[src/rtl/ems_window_controller.sv]
`default_nettype none
// ============================================================================
// Module      : ems_window_controller
// Description : Expanded-memory window controller. Four I/O-mapped page
//               registers map a 64 KB upper-memory window onto four 16 KB
//               banks of a larger backing store. Window accesses are
//               forwarded over a request/acknowledge port. The bus cycle is
//               stretched through io_channel_ready until the store answers.
// Ports       : clock, reset_n           - clock, async active-low reset
//               address, internal_data_bus - latched bus address / write data
//               io_*_n, memory_*_n       - active-low bus commands
//               address_enable_n         - low while DMA owns the bus
//               data_bus_out(_enable)    - read data back to the chipset
//               io_channel_ready         - low inserts wait states
//               ems_*                    - backing-store request port
// Revision    : 1.0 - initial release
// ============================================================================
module ems_window_controller #(
  parameter logic [9:0] IO_BASE        = 10'h260,
  parameter logic [3:0] WINDOW_SEGMENT = 4'hD,
  parameter int         PAGE_BITS      = 7,
  parameter int         TIMEOUT        = 255
) (
  input  logic                  clock,
  input  logic                  reset_n,
  input  logic [19:0]           address,
  input  logic [7:0]            internal_data_bus,
  input  logic                  io_read_n,
  input  logic                  io_write_n,
  input  logic                  memory_read_n,
  input  logic                  memory_write_n,
  input  logic                  address_enable_n,
  output logic [7:0]            data_bus_out,
  output logic                  data_bus_out_enable,
  output logic                  io_channel_ready,
  output logic [PAGE_BITS+13:0] ems_address,
  output logic                  ems_request,
  output logic                  ems_write,
  output logic [7:0]            ems_write_data,
  input  logic                  ems_ack,
  input  logic [7:0]            ems_read_data
);

  localparam int c_CNT_W = (TIMEOUT > 0) ? $clog2(TIMEOUT + 1) : 1;
  localparam logic [c_CNT_W-1:0] c_TIMEOUT = c_CNT_W'(TIMEOUT);

  localparam logic [1:0] c_IDLE = 2'd0;
  localparam logic [1:0] c_REQ  = 2'd1;
  localparam logic [1:0] c_HOLD = 2'd2;

  logic [1:0]           state_q, state_d;
  logic [c_CNT_W-1:0]   cnt_q, cnt_d;
  logic [7:0]           pr_q [4];
  logic [PAGE_BITS+13:0] ems_address_q;
  logic                 ems_write_q;
  logic [7:0]           ems_wdata_q;
  logic [7:0]           rdata_q;

  // Two samples of each command: s1 is the registered command, s2 the one
  // before it. A falling edge is s1 low with s2 still high.
  logic iow_s1_q, iow_s2_q;
  logic mrd_s1_q, mrd_s2_q;
  logic mwr_s1_q, mwr_s2_q;

  logic       w_iow_edge, w_mrd_edge, w_mwr_edge;
  logic       w_io_decode, w_io_rd;
  logic [7:0] w_sel_pr;
  logic       w_win_hit, w_mem_cmd_low, w_start, w_orig_low, w_tmo;

  assign w_iow_edge    = ~iow_s1_q & iow_s2_q;
  assign w_mrd_edge    = ~mrd_s1_q & mrd_s2_q;
  assign w_mwr_edge    = ~mwr_s1_q & mwr_s2_q;

  // DMA cycles never touch the page registers; upper address bits are not
  // decoded so the ports alias throughout the I/O space.
  assign w_io_decode   = address_enable_n & (address[9:2] == IO_BASE[9:2]);
  assign w_io_rd       = w_io_decode & ~io_read_n;

  assign w_sel_pr      = pr_q[address[15:14]];
  assign w_win_hit     = (address[19:16] == WINDOW_SEGMENT) & w_sel_pr[7];
  assign w_mem_cmd_low = ~memory_read_n | ~memory_write_n;
  assign w_start       = (state_q == c_IDLE) & (w_mrd_edge | w_mwr_edge) & w_win_hit;
  // Tracks the command that started the current access, not any command.
  assign w_orig_low    = ems_write_q ? ~memory_write_n : ~memory_read_n;
  assign w_tmo         = (cnt_q == c_TIMEOUT);

  // --------------------------------------------------------------------------
  // FSM: state register
  // --------------------------------------------------------------------------
  always_ff @(posedge clock or negedge reset_n) begin
    if (!reset_n) begin
      state_q <= c_IDLE;
      cnt_q   <= '0;
    end else begin
      state_q <= state_d;
      cnt_q   <= cnt_d;
    end
  end

  // --------------------------------------------------------------------------
  // FSM: next state
  // --------------------------------------------------------------------------
  always_comb begin
    state_d = state_q;
    cnt_d   = '0;
    case (state_q)
      c_IDLE: begin
        if (w_start) state_d = c_REQ;
      end
      c_REQ: begin
        if (ems_ack || w_tmo) begin
          // A released command means the access was aborted: nothing to hold.
          state_d = w_orig_low ? c_HOLD : c_IDLE;
        end else begin
          cnt_d = cnt_q + 1'b1;
        end
      end
      c_HOLD: begin
        if (!w_orig_low) state_d = c_IDLE;
      end
      default: state_d = c_IDLE;
    endcase
  end

  // --------------------------------------------------------------------------
  // FSM: outputs
  // --------------------------------------------------------------------------
  always_comb begin
    ems_request         = 1'b0;
    io_channel_ready    = 1'b1;
    data_bus_out        = 8'h00;
    data_bus_out_enable = 1'b0;
    if (state_q == c_REQ) begin
      ems_request      = 1'b1;
      io_channel_ready = 1'b0;
    end
    // Stall from the very first command cycle, before the edge is registered.
    if ((state_q == c_IDLE) && w_win_hit && w_mem_cmd_low) begin
      io_channel_ready = 1'b0;
    end
    if (w_io_rd) begin
      data_bus_out        = pr_q[address[1:0]];
      data_bus_out_enable = 1'b1;
    end else if ((state_q == c_HOLD) && !ems_write_q) begin
      data_bus_out        = rdata_q;
      data_bus_out_enable = 1'b1;
    end
  end

  // --------------------------------------------------------------------------
  // Command samplers, page registers and access latches
  // --------------------------------------------------------------------------
  always_ff @(posedge clock or negedge reset_n) begin
    if (!reset_n) begin
      iow_s1_q <= 1'b1;
      iow_s2_q <= 1'b1;
      mrd_s1_q <= 1'b1;
      mrd_s2_q <= 1'b1;
      mwr_s1_q <= 1'b1;
      mwr_s2_q <= 1'b1;
    end else begin
      iow_s1_q <= io_write_n;
      iow_s2_q <= iow_s1_q;
      mrd_s1_q <= memory_read_n;
      mrd_s2_q <= mrd_s1_q;
      mwr_s1_q <= memory_write_n;
      mwr_s2_q <= mwr_s1_q;
    end
  end

  always_ff @(posedge clock or negedge reset_n) begin
    if (!reset_n) begin
      for (int i = 0; i < 4; i++) pr_q[i] <= 8'h00;
    end else if (w_iow_edge && w_io_decode) begin
      pr_q[address[1:0]] <= internal_data_bus;
    end
  end

  // Latched once at access start so later page-register writes cannot
  // redirect an in-flight access.
  always_ff @(posedge clock or negedge reset_n) begin
    if (!reset_n) begin
      ems_address_q <= '0;
      ems_write_q   <= 1'b0;
      ems_wdata_q   <= 8'h00;
      rdata_q       <= 8'h00;
    end else begin
      if (w_start) begin
        ems_address_q <= {w_sel_pr[PAGE_BITS-1:0], address[13:0]};
        ems_write_q   <= w_mwr_edge;
        if (w_mwr_edge) ems_wdata_q <= internal_data_bus;
      end
      if (state_q == c_REQ) begin
        if (ems_ack)    rdata_q <= ems_read_data;
        else if (w_tmo) rdata_q <= 8'hFF;
      end
    end
  end

  assign ems_address    = ems_address_q;
  assign ems_write      = ems_write_q;
  assign ems_write_data = ems_wdata_q;

endmodule
`default_nettype wire

[config.mk]
export PLATFORM = sky130hd
export DESIGN_NAME = ems_window_controller
export DESIGN_NICKNAME = d
export VERILOG_FILES = /design/src/rtl/ems_window_controller.sv
export SDC_FILE = /design/constraint.sdc
export NUM_CORES = 1
export LEC_CHECK = 0
export CORE_MARGIN = 1
export CORE_UTILIZATION = 40
export CTS_BUF_LIST = sky130_fd_sc_hd__clkbuf_8
export CTS_CLUSTER_DIAMETER = 80
export DETAILED_ROUTE_END_ITERATION = 6
export DONT_BUFFER_PORTS = 1
export GPL_ROUTABILITY_DRIVEN = 1
export PLACE_DENSITY_LB_ADDON = 0.1
export SLEW_MARGIN = 0
export SYNTH_ARGS = -nofsm -noshare
export SYNTH_HDL_FRONTEND = slang
export SYNTH_SLANG_ARGS = --single-unit
[constraint.sdc]
create_clock -name clock -period 5.45 [get_ports clock]
set_input_delay 1.3625 -clock clock [delete_from_list [all_inputs] [get_ports clock]]
set_output_delay 1.3625 -clock clock [all_outputs]
set_load 0.005 [all_outputs]
==> summary.txt, run 1 <==
Timing
  • Minimum clock period: 4290 ps
  • Highest clock rate: 233 MHz
  • Worst Slack Setup Final: 1160 ps
  • RSZ-0062 raised after global routing: false
  • Fin crit share: 78.7%
  • Fin. Hold Viols: 0
  • Final setup violation count: 0
  • Least-Margin Pin Slew: 1180 ps
  • Worst Skew: 12.3 ps
  • Max-slew violations: 0
  • Post-route setup TNS: 0 ps
  • Relative slew slack: 19.8%

CTS
  • CTS max path bufs: 2
  • Worst skew pair latency: 350 ps
  • H-tree level count: 3
  • Clock root buffer master: clkbuf_8
  • CTS Hold Buffers Added: 0
  • Worst-path clk slew: 80 ps
  • Cells resized by post-CTS repair: 0
  • Postcts setup bufs: 0
  • TritonCTS Buffers: 9
  • TritonCTS clock tree: built
  • Clk sinks: 86

Synthesis
  • Distinct cell type count after synthesis: 43
  • Synth Area in Simple Gates: 10.3%
  • Post-synthesis sequential area ratio: 52.7%
  • Adder-cell share of the synthesized area: 0.305%
  • Synth Flop Type: dfrtp_1
  • Syn Nets: 321
  • Avg Inst Size Synth: 14.8 um^2
  • Number of synthesized flops with an enable pin: 0
  • Post-synthesis mux area share: 29.5%
  • Async set or reset register ratio after synthesis: 100%
  • Largest family of logic cells by synthesized area: multiplexers
  • Flops & latches, synth: 86
  • Mapped Area: 0.00410 mm^2
  • Syn Inst Count: 276
  • Synth top area cells: dfrtp_1 49%, mux2_2 16%, mux4_2 4.9%
  • Yosys warns: 0
  • XOR/XNOR Fraction of Synth Area: 0.428%
  • Compound-Gate Fraction of Synth Area: 4.70%
  • Area share of the largest cell type after synthesis: 48.9%
  • Yosys top cell by area: dfrtp_1

Die
  • Core outline area: 0.00986 mm^2
  • Row Count: 36
  • Width of the die: 103 um
  • Die area: 0.0107 mm^2
  • Die Ht: 103 um
  • Starting Density: 41.5%
  • I/O pin count: 85

Routing
  • Vias/cell: 5.63
  • Antenna viol nets, final: 0
  • DRT Pass-1 Iters: 4
  • WL/cell: 21.8 um
  • Wirelength, routed: 9050 um
  • Post-route DRC: 0
  • DR vias: 2344
  • Iter 0 DRT Violations: 85

Worst hold path
  • Hold Path Cell Cnt: 0
  • Hold Path End: mwr_s2_q
  • Hold crit path type: reg -> reg
  • Hold path start: mwr_s1_q

Setup path
  • CP Class: in -> out
  • Required @ worst endpoint: 4090 ps
  • WP data arrival: 2930 ps
  • Crit path max-delay cell type: or3_1
  • Setup slack, reg-to-reg: 3240 ps
  • CP Capture Type: output pin
  • CP max stage delay: 560 ps
  • CP Launch Type: input port
  • CP max FO: 6
  • CP startpoint: address[3]
  • R2R Path Start: iow_s2_q
  • R2R Path End: pr_q[12]
  • CP cell instances: or3_1 > nor4_4 > buf_4 > mux2_2
  • R2R depth: 3

Final layout
  • Nets@finish: 323
  • Multi-input logic area: 0.00185 mm^2
  • Register area: 0.00216 mm^2
  • # diodes: 0
  • Share of cells above drive strength 1: 37.8%
  • Synthesis-to-layout area growth: 6.96%
  • Fillcell total: 875

GRT
  • Overflow after GRT: 0
  • Vias in the first global route: 2370
  • Initial antenna violation count: 0
  • Largest net degree at the start of global routing: 87
  • First-pass GRT wire length: 13700 um
  • GR Util All Layers: 18.3%

Job
  • MaxCap Viol Count: 0

Pwr
  • Reg power frac: 59.5%
  • Sw Pwr: 0.228 mW
  • Peak VDD IR: 123 uV
  • Clock group share of total power: 38.8%
  • Internal Power: 0.857 mW
  • PD cells: 248 mW/mm^2
  • Combinational Power Share: 1.7%
  • Cell leakage power: 2.07 nW
  • Switching power share of the total: 21.0%

Place
  • Port-buffer cells: 0
  • Pre-CTS worst setup slack: 1150 ps
  • Post-detail-place hpwl: 6110 um
  • Final GP Congestion: 0.713

Status
  • Status: completed
==> through the flow <==
step | instances | util (%) | power, mW | hold WS [ps] | area [um^2]
finish | 416 | 44.4 | 1.09 | 370 | 4380
CTS | 416 | 44.4 | 1.10 | 372 | 4380
detailed placement | 400 | 42.6 | 0.677 | 359 | 4200
global route | 416 | 44.4 | 1.13 | 376 | 4380
floorplan | 276 | - | 0.681 | 354 | 4100
global placement | 400 | 42.6 | 0.677 | 356 | 4200
==> worst max-delay path: cells and delay by family <==
kind	cells	cell delay, ps
buf+inv	1	260
mux	1	370
simple gates	2	920
==> state kept, by name, summed over array words and instances (netlist names) <==
name	count
pr_q	32
ems_address	21
cnt_q	8
ems_write_data	8
rdata_q	8
state_q	2
ems_write	1
iow_s1_q	1
iow_s2_q	1
mrd_s1_q	1
mrd_s2_q	1
mwr_s1_q	1
mwr_s2_q	1
==> synth_stat cells (2+ instances only) <==
| cell type | instances |
|---|---|
| nand2b_1 | 2 |
| or4bb_1 | 2 |
| nand3_1 | 3 |
| a21oi_1 | 13 |
| mux2_2 | 60 |
| mux4_1 | 7 |
| dfstp_2 | 6 |
| mux2_4 | 9 |
| nor2b_1 | 4 |
| o22ai_1 | 8 |
| nor2_1 | 13 |
| mux4_2 | 9 |
| o21ai_0 | 5 |
| dfrtp_1 | 80 |
| and2_1 | 8 |
| nor4_4 | 5 |
| nand2_1 | 4 |
| clkbuf_1 | 5 |
| inv_1 | 5 |
| or3_1 | 5 |
==> metal layers <==
| metal | global-route usage [%] | share of wire [%] | vias up |
|---|---|---|---|
| met3 | 6.72 | 6.3 | 8 |
| li1 | - | - | 1038 |
| met5 | 4.33 | 0.62 | - |
| met2 | 27.7 | 47 | 78 |
| met1 | 24.5 | 45 | 1218 |
| met4 | 5.09 | 1.2 | 2 |
==> power groups by stage <==
stage	Combinational, mW	Sequential (mW)	Clock (mW)
2_1_floorplan	0.0239	0.657	0
3_3_place_gp	0.0189	0.658	0
3_5_place_dp	0.0190	0.658	0
4_1_cts	0.0191	0.645	0.439
5_1_grt	0.0202	0.646	0.462
6_report	0.0189	0.645	0.421
==> worst max-delay path by stage <==
stage	slack [ps]	endpoint	cells after the start
after detailed placement	1150	data_bus_out[3]	4
final	1160	data_bus_out[7]	4
after floorplan	1450	data_bus_out[0]	4
after global routing	1130	data_bus_out[0]	4
after CTS	1150	data_bus_out[3]	4
after global placement	1140	data_bus_out[3]	4
==> layout by cell type, fill, tap and decap left out, drive strengths merged <==
master / netlist / layout
nor2: 13 / 13
o21ai: 5 / 5
bufinv: 0 / 1
nand3: 3 / 3
nand2b: 2 / 2
nor4: 5 / 5
a41oi: 1 / 1
o2111ai: 1 / 1
ha: 1 / 1
or4b: 1 / 1
mux2: 69 / 69
mux4: 16 / 16
dfstp: 6 / 6
xnor2: 1 / 1
and2: 9 / 9
nor4b: 1 / 1
a21oi: 13 / 13
nand3b: 1 / 1
clkbuf: 5 / 9
inv: 5 / 10
clkinv: 0 / 1
dfrtp: 80 / 80
or4bb: 2 / 2
nand2: 4 / 4
nor2b: 4 / 4
nor3b: 1 / 1
mux2i: 1 / 1
nand4: 2 / 2
xor2: 1 / 1
o311ai: 1 / 1
o2111a: 1 / 1
or3: 5 / 5
or2: 1 / 1
nand4b: 2 / 2
buf: 5 / 1
o22ai: 8 / 8
==> cell families after synthesis <==
family	after synthesis
compound gates	30
xor+xnor	2
fa+ha+maj	1
buf+inv	15
flops	86
mux	86
simple gates	56
==> layout make-up <==
| type | instances | area share, % |
|---|---|---|
| clock buffer | 9 | 2.83 |
| clock inverter | 7 | 1.23 |
| sequential | 86 | 49.3 |
| inverter | 5 | 0.428 |
| multi-input combinational | 175 | 42.3 |
| timing repair buffer | 1 | 0.171 |
| tap | 133 | 3.80 |
No activity file was read; power rests on OpenSTA's default activity.
==> run 2: changes to the inputs <==
==> constraint.sdc (replaced) <==
create_clock -name clock -period 4.3 [get_ports clock]
set_input_delay 1.075 -clock clock [delete_from_list [all_inputs] [get_ports clock]]
set_output_delay 1.075 -clock clock [all_outputs]
set_load 0.005 [all_outputs]
==> summary.txt, run 2 (same netlist as run 1, synthesis figures left out) <==
Status
  • Status: completed

Timing
  • Highest clock rate: 266 MHz
  • Post-route setup TNS: 0 ps (unchanged)
  • RSZ-0062 raised after global routing: false
  • Worst Slack Setup Final: 546 ps (-614 ps)
  • Max-slew violations: 0 (unchanged)
  • Fin. Hold Viols: 0 (unchanged)
  • Fin crit share: 87.3%
  • Minimum clock period: 3750 ps
  • Relative slew slack: 26.3% (+6.5 points)
  • Worst Skew: 12.3 ps (+0.0217 ps)
  • Final setup violation count: 0 (unchanged)
  • Least-Margin Pin Slew: 1090 ps (-96.0 ps)

Pwr
  • Peak VDD IR: 114 uV (-7.1%)
  • Switching power share of the total: 20.9% (-0.088 points)
  • PD cells: 329 mW/mm^2 (+33%)
  • Combinational Power Share: 1.7% (about the same)
  • Reg power frac: 56.3% (-3.2 points)
  • Cell leakage power: 2.07 nW (about the same)
  • Internal Power: 1.15 mW (+34%)
  • Clock group share of total power: 42.0% (+3.2 points)
  • Sw Pwr: 0.303 mW (+33%)
  • Power, Total: 1.45 mW (+34%)

CTS
  • Worst-path clk slew: 80 ps (about the same)
  • Postcts setup bufs: 0 (unchanged)
  • TritonCTS Buffers: 9 (unchanged)
  • Cells resized by post-CTS repair: 0 (unchanged)
  • CTS max path bufs: 2 (unchanged)
  • TritonCTS clock tree: built
  • CTS Hold Buffers Added: 0 (unchanged)
  • Clock root buffer master: clkbuf_8
  • Clk sinks: 86 (unchanged)
  • H-tree level count: 3 (unchanged)
  • Worst skew pair latency: 360 ps (about the same)

Routing
  • Antenna viol nets, final: 0 (unchanged)
  • Vias/cell: 5.60 (-0.57%)
  • DR vias: 2325 (-0.81%)
  • Post-route DRC: 0 (unchanged)
  • DRT Pass-1 Iters: 4 (unchanged)
  • Wirelength, routed: 8970 um (-0.92%)
  • Iter 0 DRT Violations: 80 (-5.9%)
  • WL/cell: 21.6 um (-0.68%)

Place
  • Post-DP Area: 0.00420 mm^2 (unchanged)
  • Port-buffer cells: 0 (unchanged)
  • Placed Instances: 400 (unchanged)
  • Post-detail-place hpwl: 6050 um (-0.95%)
  • Final GP Congestion: 0.710 (-0.42%)
  • Pre-CTS worst setup slack: 519 ps (-635 ps)

Setup path
  • Required @ worst endpoint: 3220 ps (-870 ps)
  • CP max stage delay: 590 ps (+30 ps)
  • Setup crit end: data_bus_out[3]
  • CP Launch Type: input port
  • CP Capture Type: output pin
  • CP Class: in -> out
  • Crit path max-delay cell type: nor4_4
  • CP startpoint: address[4]
  • CP max FO: 6 (unchanged)
  • R2R Path End: pr_q[14]
  • CP cell instances: nand2b_1 > nor4_4 > buf_4 > mux2_2
  • WP data arrival: 2680 ps (-250 ps)
  • R2R depth: 3 (unchanged)
  • R2R Path Start: iow_s2_q
  • Setup slack, reg-to-reg: 2110 ps (-1130 ps)

Final layout
  • Largest register FFs: 32 (unchanged)
  • Final Non-Filler Cells: 415 (-0.24%)
  • # diodes: 0 (unchanged)
  • Most frequent cells in the layout: 80 x dfrtp_1, 60 x mux2_2, 13 x a21oi_1, 13 x nor2_1
  • Biggest register: pr_q
  • Share of cells above drive strength 1: 38.7% (+0.84 points)
  • Commonest non-fill, non-tap cell in the layout: dfrtp_1
  • Synthesis-to-layout area growth: 7.61%
  • Nets@finish: 323 (unchanged)
  • Finished layout cell area: 0.00441 mm^2 (+0.60%)

Die
  • Core outline area: 0.00986 mm^2 (unchanged)
  • Die area: 0.0107 mm^2 (unchanged)
  • Starting Density: 41.5% (unchanged)
  • Row Count: 36 (unchanged)
  • Width of the die: 103 um (unchanged)
  • I/O pin count: 85 (unchanged)
  • Die Ht: 103 um (unchanged)

GRT
  • Vias in the first global route: 2384 (+0.59%)
  • GR Util met1: 24.1% (-0.34 points)
  • Overflow after GRT: 0 (unchanged)
  • First-pass GRT wire length: 13600 um (-0.50%)
  • Gr busiest metal: met2
  • Met3 usage: 3.76% (-3.0 points)
  • GR Util All Layers: 18.1% (-0.20 points)
  • Met2 usage: 28.6% (+0.92 points)
  • Largest net degree at the start of global routing: 87 (unchanged)
  • Initial antenna violation count: 0 (unchanged)

Worst hold path
  • Hold crit path type: reg -> reg

Job
  • MaxCap Viol Count: 0 (unchanged)
-- run 2: cell count changes in the layout (fill, tap and decap cells not counted) --
cell / delta
inv_1: -3
clkinvlp_4: +1
bufinv_16: +1
-- run 2: final cells by class --
type / count / area [um^2]
repair buffers: 1 / 7.51
clock inverters: 6 / 80.1
flip-flops and latches: 86 / 2160
well taps: 133 / 166
multi-input cells: 175 / 1850
clock buffers: 9 / 124
inverters: 5 / 18.8
fillers: 872 / 5460
-- run 2: metrics by stage --
step	hold slack, ps	util (%)
after floorplan	354	-
after global placement	358	42.6
after detailed placement	360	42.6
after CTS	372	44.7
after global routing	375	44.7
final	370	44.7
-- run 2: worst min-delay path by stage --
stage                        start  slack [ps]  cells after the start                 to
after floorplan           mrd_s1_q         350                      0           mrd_s2_q
after global placement    mwr_s1_q         360                      0           mwr_s2_q
after detailed placement  mwr_s1_q         360                      0           mwr_s2_q
after CTS                 mwr_s1_q         370                      0           mwr_s2_q
after global routing       reset_n         370                      0  ems_write_data[0]
final                     mwr_s1_q         370                      0           mwr_s2_q
-- run 2: power groups by stage --
stage / Combinational, mW / Clock, mW / Sequential [mW]
after global placement: 0.0243 / 0 / 0.834
after floorplan: 0.0303 / 0 / 0.833
after detailed placement: 0.0243 / 0 / 0.834
final: 0.0243 / 0.609 / 0.818
after CTS: 0.0244 / 0.630 / 0.818
after global routing: 0.0259 / 0.657 / 0.819
-- run 2: metal layers --
metal	routed length, um	up-vias
met5	0	-
met4	136	0
met3	487	10
met2	4340	69
met1	4000	1199
li1	-	1047
-- run 2: critical path, delay by kind of cell --
| family | cells | cell delay [ps] |
|---|---|---|
| buffers and inverters | 1 | 240 |
| muxes | 1 | 370 |
| and+or+nand+nor | 2 | 990 |
==> run 3: changes to the inputs <==
--- a/config.mk
+++ b/config.mk
@@ -13,6 +13,7 @@
 export DONT_BUFFER_PORTS = 1
 export GPL_ROUTABILITY_DRIVEN = 1
 export PLACE_DENSITY_LB_ADDON = 0.1
+export REMOVE_ABC_BUFFERS = 1
 export SLEW_MARGIN = 0
 export SYNTH_ARGS = -nofsm -noshare
 export SYNTH_HDL_FRONTEND = slang
==> summary.txt, run 3 (same netlist as run 1, synthesis figures left out) <==
Status
  • Status: completed

CTS
  • CTS Hold Buffers Added: 0 (unchanged)
  • TritonCTS clock tree: built
  • Postcts setup bufs: 0 (unchanged)
  • Clk sinks: 86 (unchanged)
  • Worst-path clk slew: 90 ps (about the same)
  • Clock root buffer master: clkbuf_8
  • Worst skew pair latency: 350 ps (about the same)
  • Cells resized by post-CTS repair: 0 (unchanged)
  • H-tree level count: 3 (unchanged)
  • CTS max path bufs: 2 (unchanged)
  • TritonCTS Buffers: 9 (unchanged)

Setup path
  • CP startpoint: address[3]
  • CP max FO: 9 (+3)
  • CP Class: in -> out
  • WP data arrival: 2450 ps (-230 ps)
  • Required @ worst endpoint: 3220 ps (about the same)
  • R2R Path Start: iow_s2_q
  • CP Launch Type: input port
  • Setup slack, reg-to-reg: 2080 ps (-30 ps)
  • CP Capture Type: output pin

Final layout
  • Synthesis-to-layout area growth: 8.40%
  • Finished layout cell area: 0.00444 mm^2 (+0.74%)
  • Commonest non-fill, non-tap cell in the layout: dfrtp_1
  • Biggest register: pr_q
  • Fin util: 45.0% (+0.33 points)
  • Largest register FFs: 32 (unchanged)
  • Final Non-Filler Cells: 418 (+0.72%)
  • # diodes: 0 (unchanged)
  • Share of cells above drive strength 1: 40.0% (+1.3 points)
  • Most frequent cells in the layout: 80 x dfrtp_1, 60 x mux2_2, 13 x a21oi_1, 13 x nor2_1
  • Nets@finish: 325 (+0.62%)

Place
  • Pre-CTS worst setup slack: 767 ps (+249 ps)
  • Post-detail-place hpwl: 6050 um (about the same)
  • Post-DP Area: 0.00422 mm^2 (+0.36%)
  • Final GP Congestion: 0.697 (-1.8%)
  • Placed Instances: 402 (+0.50%)
  • Port-buffer cells: 0 (unchanged)

Timing
  • Final hold slack: 370 ps (-0.156 ps)
  • Max-slew violations: 0 (unchanged)
  • Fin crit share: 82.0% (-5.3 points)
  • Worst Skew: 10.2 ps (-2.07 ps)
  • RSZ-0062 raised after global routing: false
  • Final setup violation count: 0 (unchanged)
  • Relative slew slack: 21.3% (-5.1 points)
  • Highest clock rate: 284 MHz (+6.5%)
  • Least-Margin Pin Slew: 1160 ps (+74.7 ps)
  • Fin. Hold Viols: 0 (unchanged)
  • Post-route setup TNS: 0 ps (unchanged)
  • Minimum clock period: 3520 ps (-230 ps)
  • Worst Slack Setup Final: 775 ps (+230 ps)

GRT
  • Gr busiest metal: met2
  • Initial antenna violation count: 0 (unchanged)
  • Overflow after GRT: 0 (unchanged)
  • Met2 usage: 28.3% (-0.36 points)
  • Met3 usage: 5.51% (+1.7 points)
  • GR Util All Layers: 18.2% (+0.14 points)
  • First-pass GRT wire length: 13900 um (+1.6%)
  • GR Util met1: 25.4% (+1.3 points)
  • Vias in the first global route: 2339 (-1.9%)
  • Largest net degree at the start of global routing: 87 (unchanged)

Routing
  • DRT Pass-1 Iters: 4 (unchanged)
  • Vias/cell: 5.68 (+1.4%)
  • Iter 0 DRT Violations: 97 (+21%)
  • Wirelength, routed: 9160 um (+2.2%)
  • Post-route DRC: 0 (unchanged)
  • DR vias: 2374 (+2.1%)
  • WL/cell: 21.9 um (+1.5%)
  • Antenna viol nets, final: 0 (unchanged)

Die
  • Core outline area: 0.00986 mm^2 (unchanged)
  • Row Count: 36 (unchanged)
  • I/O pin count: 85 (unchanged)
  • Die Ht: 103 um (unchanged)
  • Die area: 0.0107 mm^2 (unchanged)
  • Width of the die: 103 um (unchanged)
  • Starting Density: 41.5% (unchanged)

Pwr
  • Power, Total: 1.48 mW (+1.7%)
  • PD cells: 332 mW/mm^2 (+0.97%)
  • Peak VDD IR: 213 uV (+87%)
  • Cell leakage power: 2.08 nW (+0.44%)

Worst hold path
  • Hold crit path type: reg -> reg
  • Hold path start: mrd_s1_q

Job
  • MaxCap Viol Count: 0 (unchanged)
[run 3: worst max-delay path: stages]
cell and delay [ps]:
or3_1 560, nor4_4 200, buf_4 230, mux2_2 370
[run 3: cell type report]
class / instances / area, um^2
inverter: 5 / 18.8
clock inverter: 7 / 97.6
fill: 881 / 5420
sequential: 86 / 2160
timing repair buffer: 3 / 22.5
multi-input combinational: 175 / 1850
clock buffer: 9 / 124
tap: 133 / 166
[run 3: final timing paths]
check / to / depth (start not counted)
min in group asynchronous: ems_address[10] / 0
setup / recovery: data_bus_out[7] / 4
setup reg to reg: pr_q[19] / 3
hold / removal: mrd_s2_q / 0
max in group asynchronous: mrd_s2_q / 0
hold reg to reg: mrd_s2_q / 0
[run 3: routing by layer]
| layer | vias up | part of all wire, % |
|---|---|---|
| li1 | 1047 | - |
| met1 | 1242 | 45 |
| met2 | 79 | 48 |
| met3 | 6 | 6.7 |
| met4 | 0 | 0.76 |
| met5 | - | 0 |
[run 3: report_power, final]
group | switching [mW] | total, mW | leakage, nW | internal [mW]
Combinational | 0.0105 | 0.0243 | 0.800 | 0.0138
Clock | 0.305 | 0.634 | 0.106 | 0.329
Sequential | 0.00279 | 0.818 | 1.18 | 0.815
Total | 0.318 | 1.48 | 2.08 | 1.16
